File: src/rtl/hs_reg_slice.sv
// hs_reg_slice: chain of STAGE_NUM two-entry skid buffers cutting data, valid and ready paths.
// Optional HS_REG_SLICE_CNT_EN adds cnt_o, a wrapping count of downstream transfers.
module hs_reg_slice #(
    parameter int DATA_WIDTH = 32,
    parameter int STAGE_NUM  = 1
) (
    input  logic                  clk_i,
    input  logic                  rst_i,
    input  logic                  vld_i,
    output logic                  rdy_o,
    input  logic [DATA_WIDTH-1:0] dat_i,
    output logic                  vld_o,
    input  logic                  rdy_i,
    output logic [DATA_WIDTH-1:0] dat_o
`ifdef HS_REG_SLICE_CNT_EN
    ,
    output logic [31:0]           cnt_o
`endif
);
    typedef enum logic [1:0] {EMPTY = 2'd0, BUSY = 2'd1, FULL = 2'd2} state_t;

    logic [STAGE_NUM:0]  vld;
    logic [STAGE_NUM:0]  rdy;
    logic [DATA_WIDTH-1:0] dat [STAGE_NUM+1];

    assign vld[0]         = vld_i;
    assign dat[0]         = dat_i;
    assign rdy[STAGE_NUM] = rdy_i;
    assign rdy_o          = rdy[0];
    assign vld_o          = vld[STAGE_NUM];
    assign dat_o          = dat[STAGE_NUM];

    for (genvar s = 0; s < STAGE_NUM; s++) begin : g_stage
        state_t                st;
        logic                  rdy_q;
        logic [DATA_WIDTH-1:0] main_q;
        logic [DATA_WIDTH-1:0] skid_q;
        logic                  push;
        logic                  pop;
        assign push       = vld[s] & rdy_q;
        assign pop        = vld[s+1] & rdy[s+1];
        assign vld[s+1]   = st != EMPTY;
        assign rdy[s]     = rdy_q;
        assign dat[s+1]   = main_q;
        // ready is its own flop so it can be held low during reset
        always_ff @(posedge clk_i) begin
            if (rst_i) begin
                st     <= EMPTY;
                rdy_q  <= 1'b0;
                main_q <= '0;
                skid_q <= '0;
            end else begin
                rdy_q <= 1'b1;
                case (st)
                    EMPTY: if (push) begin
                        st     <= BUSY;
                        main_q <= dat[s];
                    end
                    BUSY: if (push && pop) begin
                        main_q <= dat[s];
                    end else if (push) begin
                        st     <= FULL;
                        skid_q <= dat[s];
                        rdy_q  <= 1'b0;
                    end else if (pop) begin
                        st <= EMPTY;
                    end
                    FULL: if (pop) begin
                        st     <= BUSY;
                        main_q <= skid_q;
                    end else begin
                        rdy_q <= 1'b0;
                    end
                    default: st <= EMPTY;
                endcase
            end
        end
    end

`ifdef HS_REG_SLICE_CNT_EN
    logic [31:0] cnt;
    always_ff @(posedge clk_i) begin
        cnt <= rst_i ? 32'd0 : cnt + {31'd0, vld_o & rdy_i};
    end
    assign cnt_o = cnt;
`endif
endmodule

File: config.mk
export PLATFORM = sky130hd
export DESIGN_NAME = hs_reg_slice
export DESIGN_NICKNAME = d
export VERILOG_FILES = /design/src/rtl/hs_reg_slice.sv
export SDC_FILE = /design/constraint.sdc
export NUM_CORES = 1
export LEC_CHECK = 0
export CAP_MARGIN = 20
export CELL_PAD_IN_SITES_DETAIL_PLACEMENT = 1
export CELL_PAD_IN_SITES_GLOBAL_PLACEMENT = 2
export CORE_UTILIZATION = 29
export CTS_CLUSTER_DIAMETER = 40
export DETAILED_ROUTE_END_ITERATION = 12
export DONT_BUFFER_PORTS = 1
export PLACE_DENSITY_LB_ADDON = 0.1
export SLEW_MARGIN = 40
export SYNTH_ARGS = -nofsm -noshare
export SYNTH_HDL_FRONTEND = slang
export SYNTH_SLANG_ARGS = --single-unit
export TNS_END_PERCENT = 50
File: constraint.sdc
create_clock -name clk_i -period 2.3 [get_ports clk_i]
set_input_delay 0.23 -clock clk_i [delete_from_list [all_inputs] [get_ports clk_i]]
set_output_delay 0.23 -clock clk_i [all_outputs]
set_load 0.02 [all_outputs]
==> impl_metrics.csv, run 1 <==
group,metric,value,unit
die,initial_core_util,29.7,%
finish,syn_to_final_growth,15.4,%
finish,nNetsFinal,372,
synthesis,synth_top_area_share,44.1,%
critical_path,start_kind,"flip-flop",
synthesis,yosysSeqAreaShare,44.1,%
clock_tree,clockRootBuffer,"clkbuf_8",
finish,nFillCells,1186,
placement,post-place-ws,0.354,ns
die,die_area,0.0109,sq mm
route,vias,2335,
clock_tree,clockBufferDepth,2,
pwr,p_comb_share,29.9,%
pwr,power.density,1040,mW/mm^2
synthesis,synth_area_leaders,"dfxtp_1 44%, a211oi_2 12%, mux2i_1 11%, nand2_1 7.9%, a21oi_1 5.6%",
synthesis,avgSynthCellArea,9.62,sq um
critical_path,critical_path_required,2.55,ns
worst_hold_path,hold_class,"in2reg",
die,io_pins,70,
timing,slew_headroom,73.3,%
clock_tree,postCtsSetupRepairBufs,0,
synthesis,synth_nets,356,
timing,worst_slew_pin_slew,0.400,ns
global_routing,grt_max_degree,68,
synthesis,yosysTopAreaCell,"dfxtp_1",
synthesis,netlist_instances,316,
pwr,p_sw_share,38.2,%
pwr,p_clk_share,22.8,%
clock_tree,clk_latency,0.34,ns
clock_tree,htree_levels,3,
timing,worst_slack,0.334,ns
critical_path,path_cells,"inv_1 -> ha_1 -> buf_4 -> nand3b_1 -> a21oi_4 -> or2_2 -> buf_12 -> a211oi_1",
clock_tree,clock_sinks,67,
timing,hold_viol,0,
synthesis,yosysWarnings,0,
die,die_w,104,um
timing,slew_viol_final,0,
worst_hold_path,whs_path_depth,2,
pwr,cell_internal_pwr,2260,uW
synthesis,netlist_area,0.00304,sq mm
finish,drive_above_1_share,19.2,%
route,first_pass_iters,4,
pwr,p_seq_share,47.3,%
route,wire_per_inst,17.3,um
global_routing,grt_pass1_wl,13100,um
critical_path,critPathSlowestCell,"dfxtp_1",
pwr,p_leak,0.00109,uW
status,status,"complete, no violations",
placement,io_buffers,0,
critical_path,path_class,"reg2reg",
die,core.rowCount,37,
die,die_h,104,um
critical_path,critPathLaunch,"g_stage[0].st[1]",
route,first_iter_violations,63,
critical_path,r2r-start,"g_stage[0].st[1]",
timing,fin_crit_sh,85.5,%
clock_tree,path_clk_slew,0.07,ns
placement,place_area,0.00314,sq mm
placement,routabilityCongestion,0.732,
timing,fin_crit,1.97,ns
global_routing,grt_pass1_vias,2481,
critical_path,slowest_delay,0.37,ns
critical_path,reg2reg_depth,8,
critical_path,cp_max_fo,32,
critical_path,worstSetupEndpointType,"flip-flop",
synthesis,synth.distinct_cells,32,
pwr,p_sw,1400,uW
pwr,vdd_drop_max,0.284,mV
job,drv_cap,0,
global_routing,grtUsageTotal,15.7,%
timing,fin_setup_tns,0,ns
timing,max_freq,509,MHz
placement,hpwlAfterDp,4980,um
critical_path,arrival,2.22,ns
route,drc,0,
route,drtAntennaViolNets,0,
global_routing,overflow,0,
route,via_per_inst,4.97,
die,core_area,0.0102,sq mm
clock_tree,numCtsBuffers,9,
finish,final_common_cell,"dfxtp_1",
timing,rsz0062_at_grt,"false",
worst_hold_path,min_from,"dat_i[14]",
route,wirelength,8110,um
finish,fin_area,0.00351,sq mm
timing,final-setup-viol-count,0,
finish,final_cell_mix,"67 x dfxtp_1, 64 x nand2_1, 34 x a21oi_1, 32 x mux2i_1, 32 x nor3_1",
finish,diodes,0,
timing,fin_skew,0.00883,ns
global_routing,antenna_found_initial,0,
clock_tree,cts_tree,"built",
synthesis,ys_ff_latch,67,
==> synthesized netlist by cell type, drive strengths merged <==
cell / number
ha: 4
nor3b: 2
or2: 1
nor3: 32
nand2: 65
o31ai: 1
a21oi: 35
dfxtp: 67
buf: 15
a21o: 1
a21boi: 1
nand2b: 2
nor2: 2
inv: 3
a211oi: 32
mux2i: 32
or4: 1
and2b: 1
nand3b: 1
nand4: 1
clkbuf: 12
or3: 1
o21ai: 2
o2bb2ai: 1
or3b: 1
==> cell type report <==
class                      instances  area, sq um  share of cell area [%]
timing repair buffer              32          320                    9.13
inverter                           3         11.3                   0.321
clock buffer                      10          138                    3.92
tap                              136          170                    4.85
multi-input combinational        219         1510                    43.0
sequential                        67         1340                    38.2
clock inverter                     3         17.5                   0.499
==> per-stage QoR <==
step	hold WS, ns	instances	util, %	total power [uW]
2_1_floorplan	0.366	316	-	2640
3_3_place_gp	0.305	437	30.6	2800
3_5_place_dp	0.305	437	30.6	2820
4_1_cts	0.00203	470	34.3	3750
5_1_grt	0.0126	470	34.3	3900
6_report	0.0238	470	34.3	3660
==> registers in the layout, indices dropped and copies added (netlist names) <==
register / count
rdy_o: 1
dat_o: 32
g_stage.skid_q: 32
g_stage.st: 2
==> critical path, delay by kind of cell (launching register included) <==
| family | cells | cell delay, ns |
|---|---|---|
| simple gates | 2 | 0.47 |
| buf+inv | 3 | 0.46 |
| flops | 1 | 0.37 |
| compound gates | 2 | 0.32 |
| fa+ha+maj | 1 | 0.24 |
==> power by group through the flow <==
stage	logic [uW]	registers, uW	clock network (uW)
floorplan	932	1710	0
global placement	1040	1760	0
detailed placement	1060	1770	0
CTS	1120	1740	890
global route	1210	1770	922
finish	1090	1730	834
==> what timing repair did <==
item,in CTS,in global routing
endpoints found under the hold margin,67,0
hold buffers,20,0
resized for setup,0,0
==> layer usage <==
metal / part of all wire, % / vias to the layer above / routed length [um] / GRT usage (%)
li1: - / 1148 / - / -
met1: 44 / 1133 / 3550 / 17.8
met2: 49 / 46 / 3970 / 26.9
met3: 6.1 / 8 / 492 / 5.26
met4: 1.2 / 0 / 97 / 6.12
met5: 0 / - / 0 / 0
==> logic make-up (layout without fill, tap and decap cells) <==
group | after synthesis | after routing | synth area share, %
DFF | 67 | 67 | 44.1
buffers and inverters | 30 | 48 | 6.71
and+or+nand+nor | 110 | 110 | 16.7
adders and majority gates | 4 | 4 | 1.65
AOI/OAI and AO/OA | 73 | 73 | 20.3
muxes | 32 | 32 | 10.5
==> final timing paths <==
| path | to | slack (ns) |
|---|---|---|
| worst min-delay path | g_stage[0].skid_q[14] | 0.02 |
| worst max register to register | dat_o[4] | 0.33 |
| worst min register to register | g_stage[0].skid_q[2] | 0.45 |
| worst max-delay path | dat_o[4] | 0.33 |
Power figures use the tool's default switching activity.
==> inputs of run 2 (changes only) <==
--- a/config.mk
+++ b/config.mk
@@ -5,9 +5,11 @@
 export SDC_FILE = /design/constraint.sdc
 export NUM_CORES = 1
 export LEC_CHECK = 0
+export ABC_AREA = 1
 export CAP_MARGIN = 20
 export CELL_PAD_IN_SITES_DETAIL_PLACEMENT = 1
 export CELL_PAD_IN_SITES_GLOBAL_PLACEMENT = 2
+export CORE_ASPECT_RATIO = 1.1
 export CORE_UTILIZATION = 29
 export CTS_CLUSTER_DIAMETER = 40
 export DETAILED_ROUTE_END_ITERATION = 12
==> run 2 against run 1 <==
Net effect: the run now ends with DRC left; flip-flop and latch count did not move; sequential power is 5% higher; via count is 13% higher; clock power grew 57%; clock skew fell by 0.0017 ns; critical path type unchanged; highest routed layer unchanged.
==> impl_metrics.csv, run 2 <==
group,metric,value,unit
status,status,"finished, violations left",
status,violations,"DRC",
pwr,p_sw,1770,uW
synthesis,yosysTopAreaCell,"dfxtp_1",
critical_path,start_kind,"flip-flop",
route,wire_per_inst,15.7,um
synthesis,yosysSeqAreaShare,45.7,%
critical_path,slowest_delay,0.40,ns
placement,hpwlAfterDp,5420,um
synthesis,netlist_area,0.00294,sq mm
finish,fin_cells,547,
synthesis,synth-main-ff-cell,"dfxtp_1",
global_routing,grt_pass1_wl,14300,um
critical_path,cp_max_fo,19,
critical_path,critical_path_required,2.58,ns
global_routing,grt_max_degree,35,
pwr,p_clk_share,29.6,%
die,initial_core_util,29.8,%
timing,fin_setup_tns,0,ns
route,drc,4,
synthesis,synth.distinct_cells,19,
die,die_h,108,um
timing,hold_viol,0,
die,die_w,97.9,um
critical_path,crit_buf_inv,3,
timing,worst_slew_pin_slew,0.497,ns
timing,fin_crit,1.91,ns
placement,place_area,0.00302,sq mm
timing,slew_viol_final,0,
synthesis,yosysMostFrequentCell,"nand2_1",
clock_tree,clk_latency,0.34,ns
critical_path,cp_top_family,"buffers and inverters",
finish,diodes,0,
worst_hold_path,hold_class,"in2reg",
synthesis,synth_edf_count,0,
critical_path,path_class,"reg2reg",
global_routing,antenna_found_initial,0,
pwr,power.density,1320,mW/mm^2
global_routing,grt_pass1_vias,2764,
pwr,p_seq_share,40.9,%
clock_tree,path_clk_slew,0.08,ns
pwr,p_comb_share,29.5,%
finish,nNetsFinal,462,
clock_tree,cts_tree,"built",
finish,fin_area,0.00336,sq mm
die,core.rowCount,38,
critical_path,path_cells,"inv_1 -> ha_1 -> inv_2 -> nand2_2 -> nand2_4 -> buf_4 -> nand3_1 -> a21oi_1",
synthesis,synth_nets,464,
clock_tree,clock_sinks,67,
synthesis,avgSynthCellArea,6.93,sq um
pwr,p_sw_share,40.1,%
global_routing,grtUsageTotal,17.8,%
die,io_pins,70,
die,core_area,0.00984,sq mm
timing,hold_ws,0.0172,ns
synthesis,ys_ff_latch,67,
timing,rsz0062_at_grt,"false",
placement,routabilityCongestion,0.711,
timing,fin_crit_sh,83.0,%
critical_path,arrival,2.19,ns
timing,fin_skew,0.00710,ns
timing,slew_headroom,66.8,%
route,via_per_inst,4.83,
clock_tree,numCtsBuffers,9,
finish,final_common_cell,"nand2_1",
timing,final-setup-viol-count,0,
global_routing,overflow,0,
route,vias,2640,
placement,dp.cells,525,
job,drv_cap,0,
clock_tree,clockBufferDepth,2,
finish,final_cell_mix,"139 x nand2_1, 67 x nor2_1, 67 x dfxtp_1, 34 x nand3_1, 34 x a21oi_1",
synthesis,synth_top_area_share,45.7,%
finish,drive_above_1_share,8.67,%
synthesis,yosysWarnings,0,
synthesis,async_flop_share,0,%
critical_path,critPathSlowestCell,"dfxtp_1",
clock_tree,clockRootBuffer,"clkbuf_8",
pwr,p_leak,0.00149,uW
synthesis,synth_area_leaders,"dfxtp_1 46%, nand2_1 18%, nor2_1 8.6%, a21oi_1 5.8%, nand3_1 5.8%",
critical_path,worstSetupEndpointType,"flip-flop",
route,first_iter_violations,60,
synthesis,synthTopCellsByCount,"139 x nand2_1, 67 x dfxtp_1, 67 x nor2_1, 34 x a21oi_1, 34 x nand3_1",
route,drtAntennaViolNets,0,
route,wirelength,8610,um
pwr,vdd_drop_max,0.468,mV
placement,io_buffers,0,
finish,syn_to_final_growth,14.3,%
timing,max_freq,524,MHz
clock_tree,htree_levels,3,
die,die_area,0.0105,sq mm
pwr,cell_internal_pwr,2650,uW
route,first_pass_iters,8,
synthesis,netlist_instances,424,
[run 2: changes by cell type after synthesis, sizes merged, moves of 32 or more]
| cell | delta |
|---|---|
| nor3 | -32 |
| nand3 | +34 |
| mux2i | -32 |
| nor2 | +66 |
| a211oi | -32 |
| nand2 | +79 |
[run 2: through the flow]
step           utilization, %  worst slack (ns)  total power (uW)
2_1_floorplan               -             0.816              2820
3_3_place_gp             30.7             0.247              3140
3_5_place_dp             30.7             0.141              3150
4_1_cts                  34.0             0.113              4510
5_1_grt                  34.1             0.180              4750
6_report                 34.1             0.390              4420
[run 2: path summary, 6_finish.rpt]
check	startpoint	to	slack, ns	cells past startpoint
max	g_stage[0].st[0]	dat_o[2]	0.39	8
min	dat_i[4]	g_stage[0].skid_q[4]	0.02	2
max reg2reg	g_stage[0].st[0]	dat_o[2]	0.39	8
min reg2reg	g_stage[0].skid_q[23]	g_stage[0].skid_q[23]	0.50	2
[run 2: power groups by stage]
stage | logic (uW) | clock network (uW) | registers [uW]
global route | 1500 | 1400 | 1840
global placement | 1300 | 0 | 1830
detailed placement | 1320 | 0 | 1830
floorplan | 1030 | 0 | 1790
finish | 1300 | 1310 | 1810
CTS | 1340 | 1360 | 1810
[run 2: repair_timing]
item	CTS	global route
hold endpoints to repair	39	0
setup endpoints to repair	0	13
setup buffers	0	0
gates resized for setup	0	1
hold buffers	6	0
[run 2: cells by family (layout without fill, tap and decap cells)]
| family | Yosys count | in the layout | share of synthesized area [%] |
|---|---|---|---|
| simple gates | 246 | 246 | 34.2 |
| fa+ha+maj | 4 | 4 | 1.70 |
| flops | 67 | 67 | 45.7 |
| compound gates | 69 | 69 | 11.9 |
| buf+inv | 38 | 41 | 6.52 |
[run 2: area by class of cell]
class                   instances  area, sq um
multi-input cells             319         1410
well taps                     120          150
inverters                       9         33.8
fillers                      1223         6490
clock inverters                 7          140
repair buffers                 16          158
flip-flops and latches         67         1340
clock buffers                   9          124
[run 2: worst register-to-register path, cell delays in order (launching register included)]
cell     delay [ns]
dfxtp_1        0.40
inv_1          0.08
ha_1           0.26
inv_2          0.14
nand2_2        0.11
nand2_4        0.25
buf_4          0.31
nand3_1        0.13
a21oi_1        0.15
[run 2: metal layers]
metal	global-route usage, %	routed length (um)	vias to the layer above
li1	-	-	1345
met1	22.5	4100	1238
met4	7.79	127	0
met5	0	0	-
met3	4.42	451	10
met2	28.5	3930	47
==> inputs of run 3 (changes only) <==
==> constraint.sdc (replaced) <==
create_clock -name clk_i -period 1.8 [get_ports clk_i]
set_input_delay 0.18 -clock clk_i [delete_from_list [all_inputs] [get_ports clk_i]]
set_output_delay 0.18 -clock clk_i [all_outputs]
set_load 0.02 [all_outputs]
==> run 3 against run 2 <==
Net effect: the flow still finishes with violations (DRC); die area unchanged; critical path depth is 1 higher; sequential share of layout area decreased by 3.5 points; maximum frequency grew 13%; hold slack gained 0.071 ns; register-to-register slack got worse by 0.28 ns; sequential power is 27% higher; highest routed layer unchanged.
==> impl_metrics.csv, run 3 (synthesized netlist as in run 2, its figures left out) <==
group,metric,value,unit
status,status,"finished, violations left",
status,violations,"DRC",
clock_tree,path_clk_slew,0.07,ns
critical_path,worstSetupEndpointType,"flip-flop",
clock_tree,htree_levels,3,
timing,rsz0062_at_grt,"true",
die,die_h,108,um
route,wire_per_inst,15.9,um
pwr,cell_internal_pwr,3380,uW
global_routing,overflow,0,
global_routing,grt_pass1_wl,15300,um
finish,final_common_cell,"nand2_1",
pwr,p_sw_share,40.8,%
placement,place_area,0.00310,sq mm
die,core.rowCount,38,
critical_path,slowest_delay,0.39,ns
global_routing,grt_max_degree,35,
clock_tree,numCtsBuffers,9,
pwr,p_seq_share,40.3,%
worst_hold_path,hold_class,"in2reg",
critical_path,r2r-start,"g_stage[0].st[0]",
clock_tree,clk_latency,0.35,ns
finish,final_cell_mix,"139 x nand2_1, 66 x nor2_1, 66 x dfxtp_1, 34 x nand3_1, 34 x a21oi_1",
finish,nNetsFinal,498,
die,core_area,0.00984,sq mm
timing,fin_crit_sh,93.7,%
pwr,power.density,1550,mW/mm^2
die,initial_core_util,29.8,%
pwr,p_sw,2320,uW
finish,syn_to_final_growth,25.2,%
die,die_w,97.9,um
critical_path,path_class,"reg2reg",
critical_path,critPathLaunch,"g_stage[0].st[0]",
worst_hold_path,min_from,"dat_i[9]",
critical_path,start_kind,"flip-flop",
finish,fin_cells,582,
timing,slew_headroom,75.3,%
critical_path,path_cells,"inv_1 -> ha_1 -> buf_4 -> o21ai_1 -> nand2_2 -> nand2_2 -> buf_6 -> nand2_1 -> a21oi_1",
timing,max_freq,593,MHz
route,first_iter_violations,51,
critical_path,critPathSlowestCell,"dfxtp_1",
clock_tree,clockBufferDepth,2,
timing,fin_setup_tns,0,ns
global_routing,grtUsageTotal,18.9,%
critical_path,cp_max_fo,15,
die,io_pins,70,
finish,fin_area,0.00368,sq mm
timing,worst_slew_pin_slew,0.371,ns
timing,slew_viol_final,0,
finish,nFillCells,1222,
die,die_area,0.0105,sq mm
global_routing,grt_pass1_vias,2968,
timing,worst_slack,0.113,ns
timing,fin_skew,0.00505,ns
global_routing,antenna_found_initial,0,
placement,hpwlAfterDp,5700,um
route,vias,2780,
pwr,vdd_drop_max,0.618,mV
placement,dp.cells,533,
clock_tree,clock_sinks,67,
placement,routabilityCongestion,0.690,
route,drtAntennaViolNets,0,
pwr,p_clk_share,22.3,%
finish,diodes,0,
placement,post-place-ws,0.0272,ns
clock_tree,clockRootBuffer,"clkbuf_8",
critical_path,cp_top_family,"buffers and inverters",
critical_path,arrival,1.96,ns
route,first_pass_iters,8,
timing,hold_viol,0,
route,drc,4,
route,via_per_inst,4.78,
critical_path,critical_path_required,2.08,ns
finish,drive_above_1_share,10.2,%
placement,io_buffers,0,
pwr,p_leak,0.00163,uW
critical_path,crit_buf_inv,3,
critical_path,worst_path_most_repeated_cell,"nand2_2",
clock_tree,cts_tree,"built",
job,drv_cap,0,
route,wirelength,9230,um
pwr,p_comb_share,37.4,%
timing,fin_crit,1.69,ns
timing,final-setup-viol-count,0,
## run 3: cell count changes in the layout (fill, tap and decap cells not counted), moves of 2 or more
| cell | previous run | this run |
|---|---|---|
| clkbuf_8 | 9 | 14 |
| clkinvlp_4 | 2 | 0 |
| buf_4 | 9 | 12 |
| buf_12 | 2 | 5 |
| buf_6 | 0 | 3 |
| bufinv_16 | 4 | 0 |
| dlygate4sd3_1 | 5 | 32 |
## run 3: worst reg2reg max path, stage by stage (launching register included)
cell and delay (ns):
dfxtp_1 0.39, inv_1 0.08, ha_1 0.25, buf_4 0.16
o21ai_1 0.14, nand2_2 0.10, nand2_2 0.10, buf_6 0.18
nand2_1 0.08, a21oi_1 0.15
## run 3: stage by stage
stage / total power, uW / hold WS, ns / utilization (%)
3_3_place_gp: 4260 / 0.253 / 31.5
4_1_cts: 5670 / 0.0686 / 37.0
6_report: 5700 / 0.0881 / 37.4
3_5_place_dp: 4300 / 0.255 / 31.5
5_1_grt: 6090 / 0.0932 / 37.4
2_1_floorplan: 3610 / 0.315 / -
## run 3: area by class of cell
class | instances | area [sq um] | share of cell area (%)
flip-flops and latches | 67 | 1340 | 36.5
inverters | 9 | 36.3 | 0.987
clock inverters | 1 | 5.00 | 0.136
clock buffers | 14 | 193 | 5.24
well taps | 120 | 150 | 4.08
multi-input cells | 319 | 1410 | 38.2
repair buffers | 52 | 544 | 14.8
## run 3: routing by layer
layer	part of all wire, %	vias up	GRT usage, %
met1	48	1304	24.1
met4	1.8	0	9.09
met2	46	48	30.9
li1	-	1417	-
met5	0	-	0
met3	3.5	11	3.12
## run 3: power by group through the flow
stage / logic [uW] / registers (uW) / clock network (uW)
6_report: 2130 / 2300 / 1270
5_1_grt: 2380 / 2330 / 1380
4_1_cts: 2050 / 2300 / 1320
3_5_place_dp: 1960 / 2330 / 0
3_3_place_gp: 1930 / 2330 / 0
2_1_floorplan: 1310 / 2290 / 0
## run 3: timing repair
item | in CTS | in global routing
buffers inserted | 0 | 1
endpoints found under the setup margin | 0 | 63
endpoints found under the hold margin | 66 | 0
hold buffers | 33 | 0
gates resized for setup | 0 | 7
## run 3: path summary, 6_finish.rpt
check | end | slack (ns) | cells after the start
min reg2reg | g_stage[0].st[1] | 0.49 | 2
max reg2reg | dat_o[3] | 0.11 | 9
min | dat_o[9] | 0.09 | 4
max | dat_o[3] | 0.11 | 9
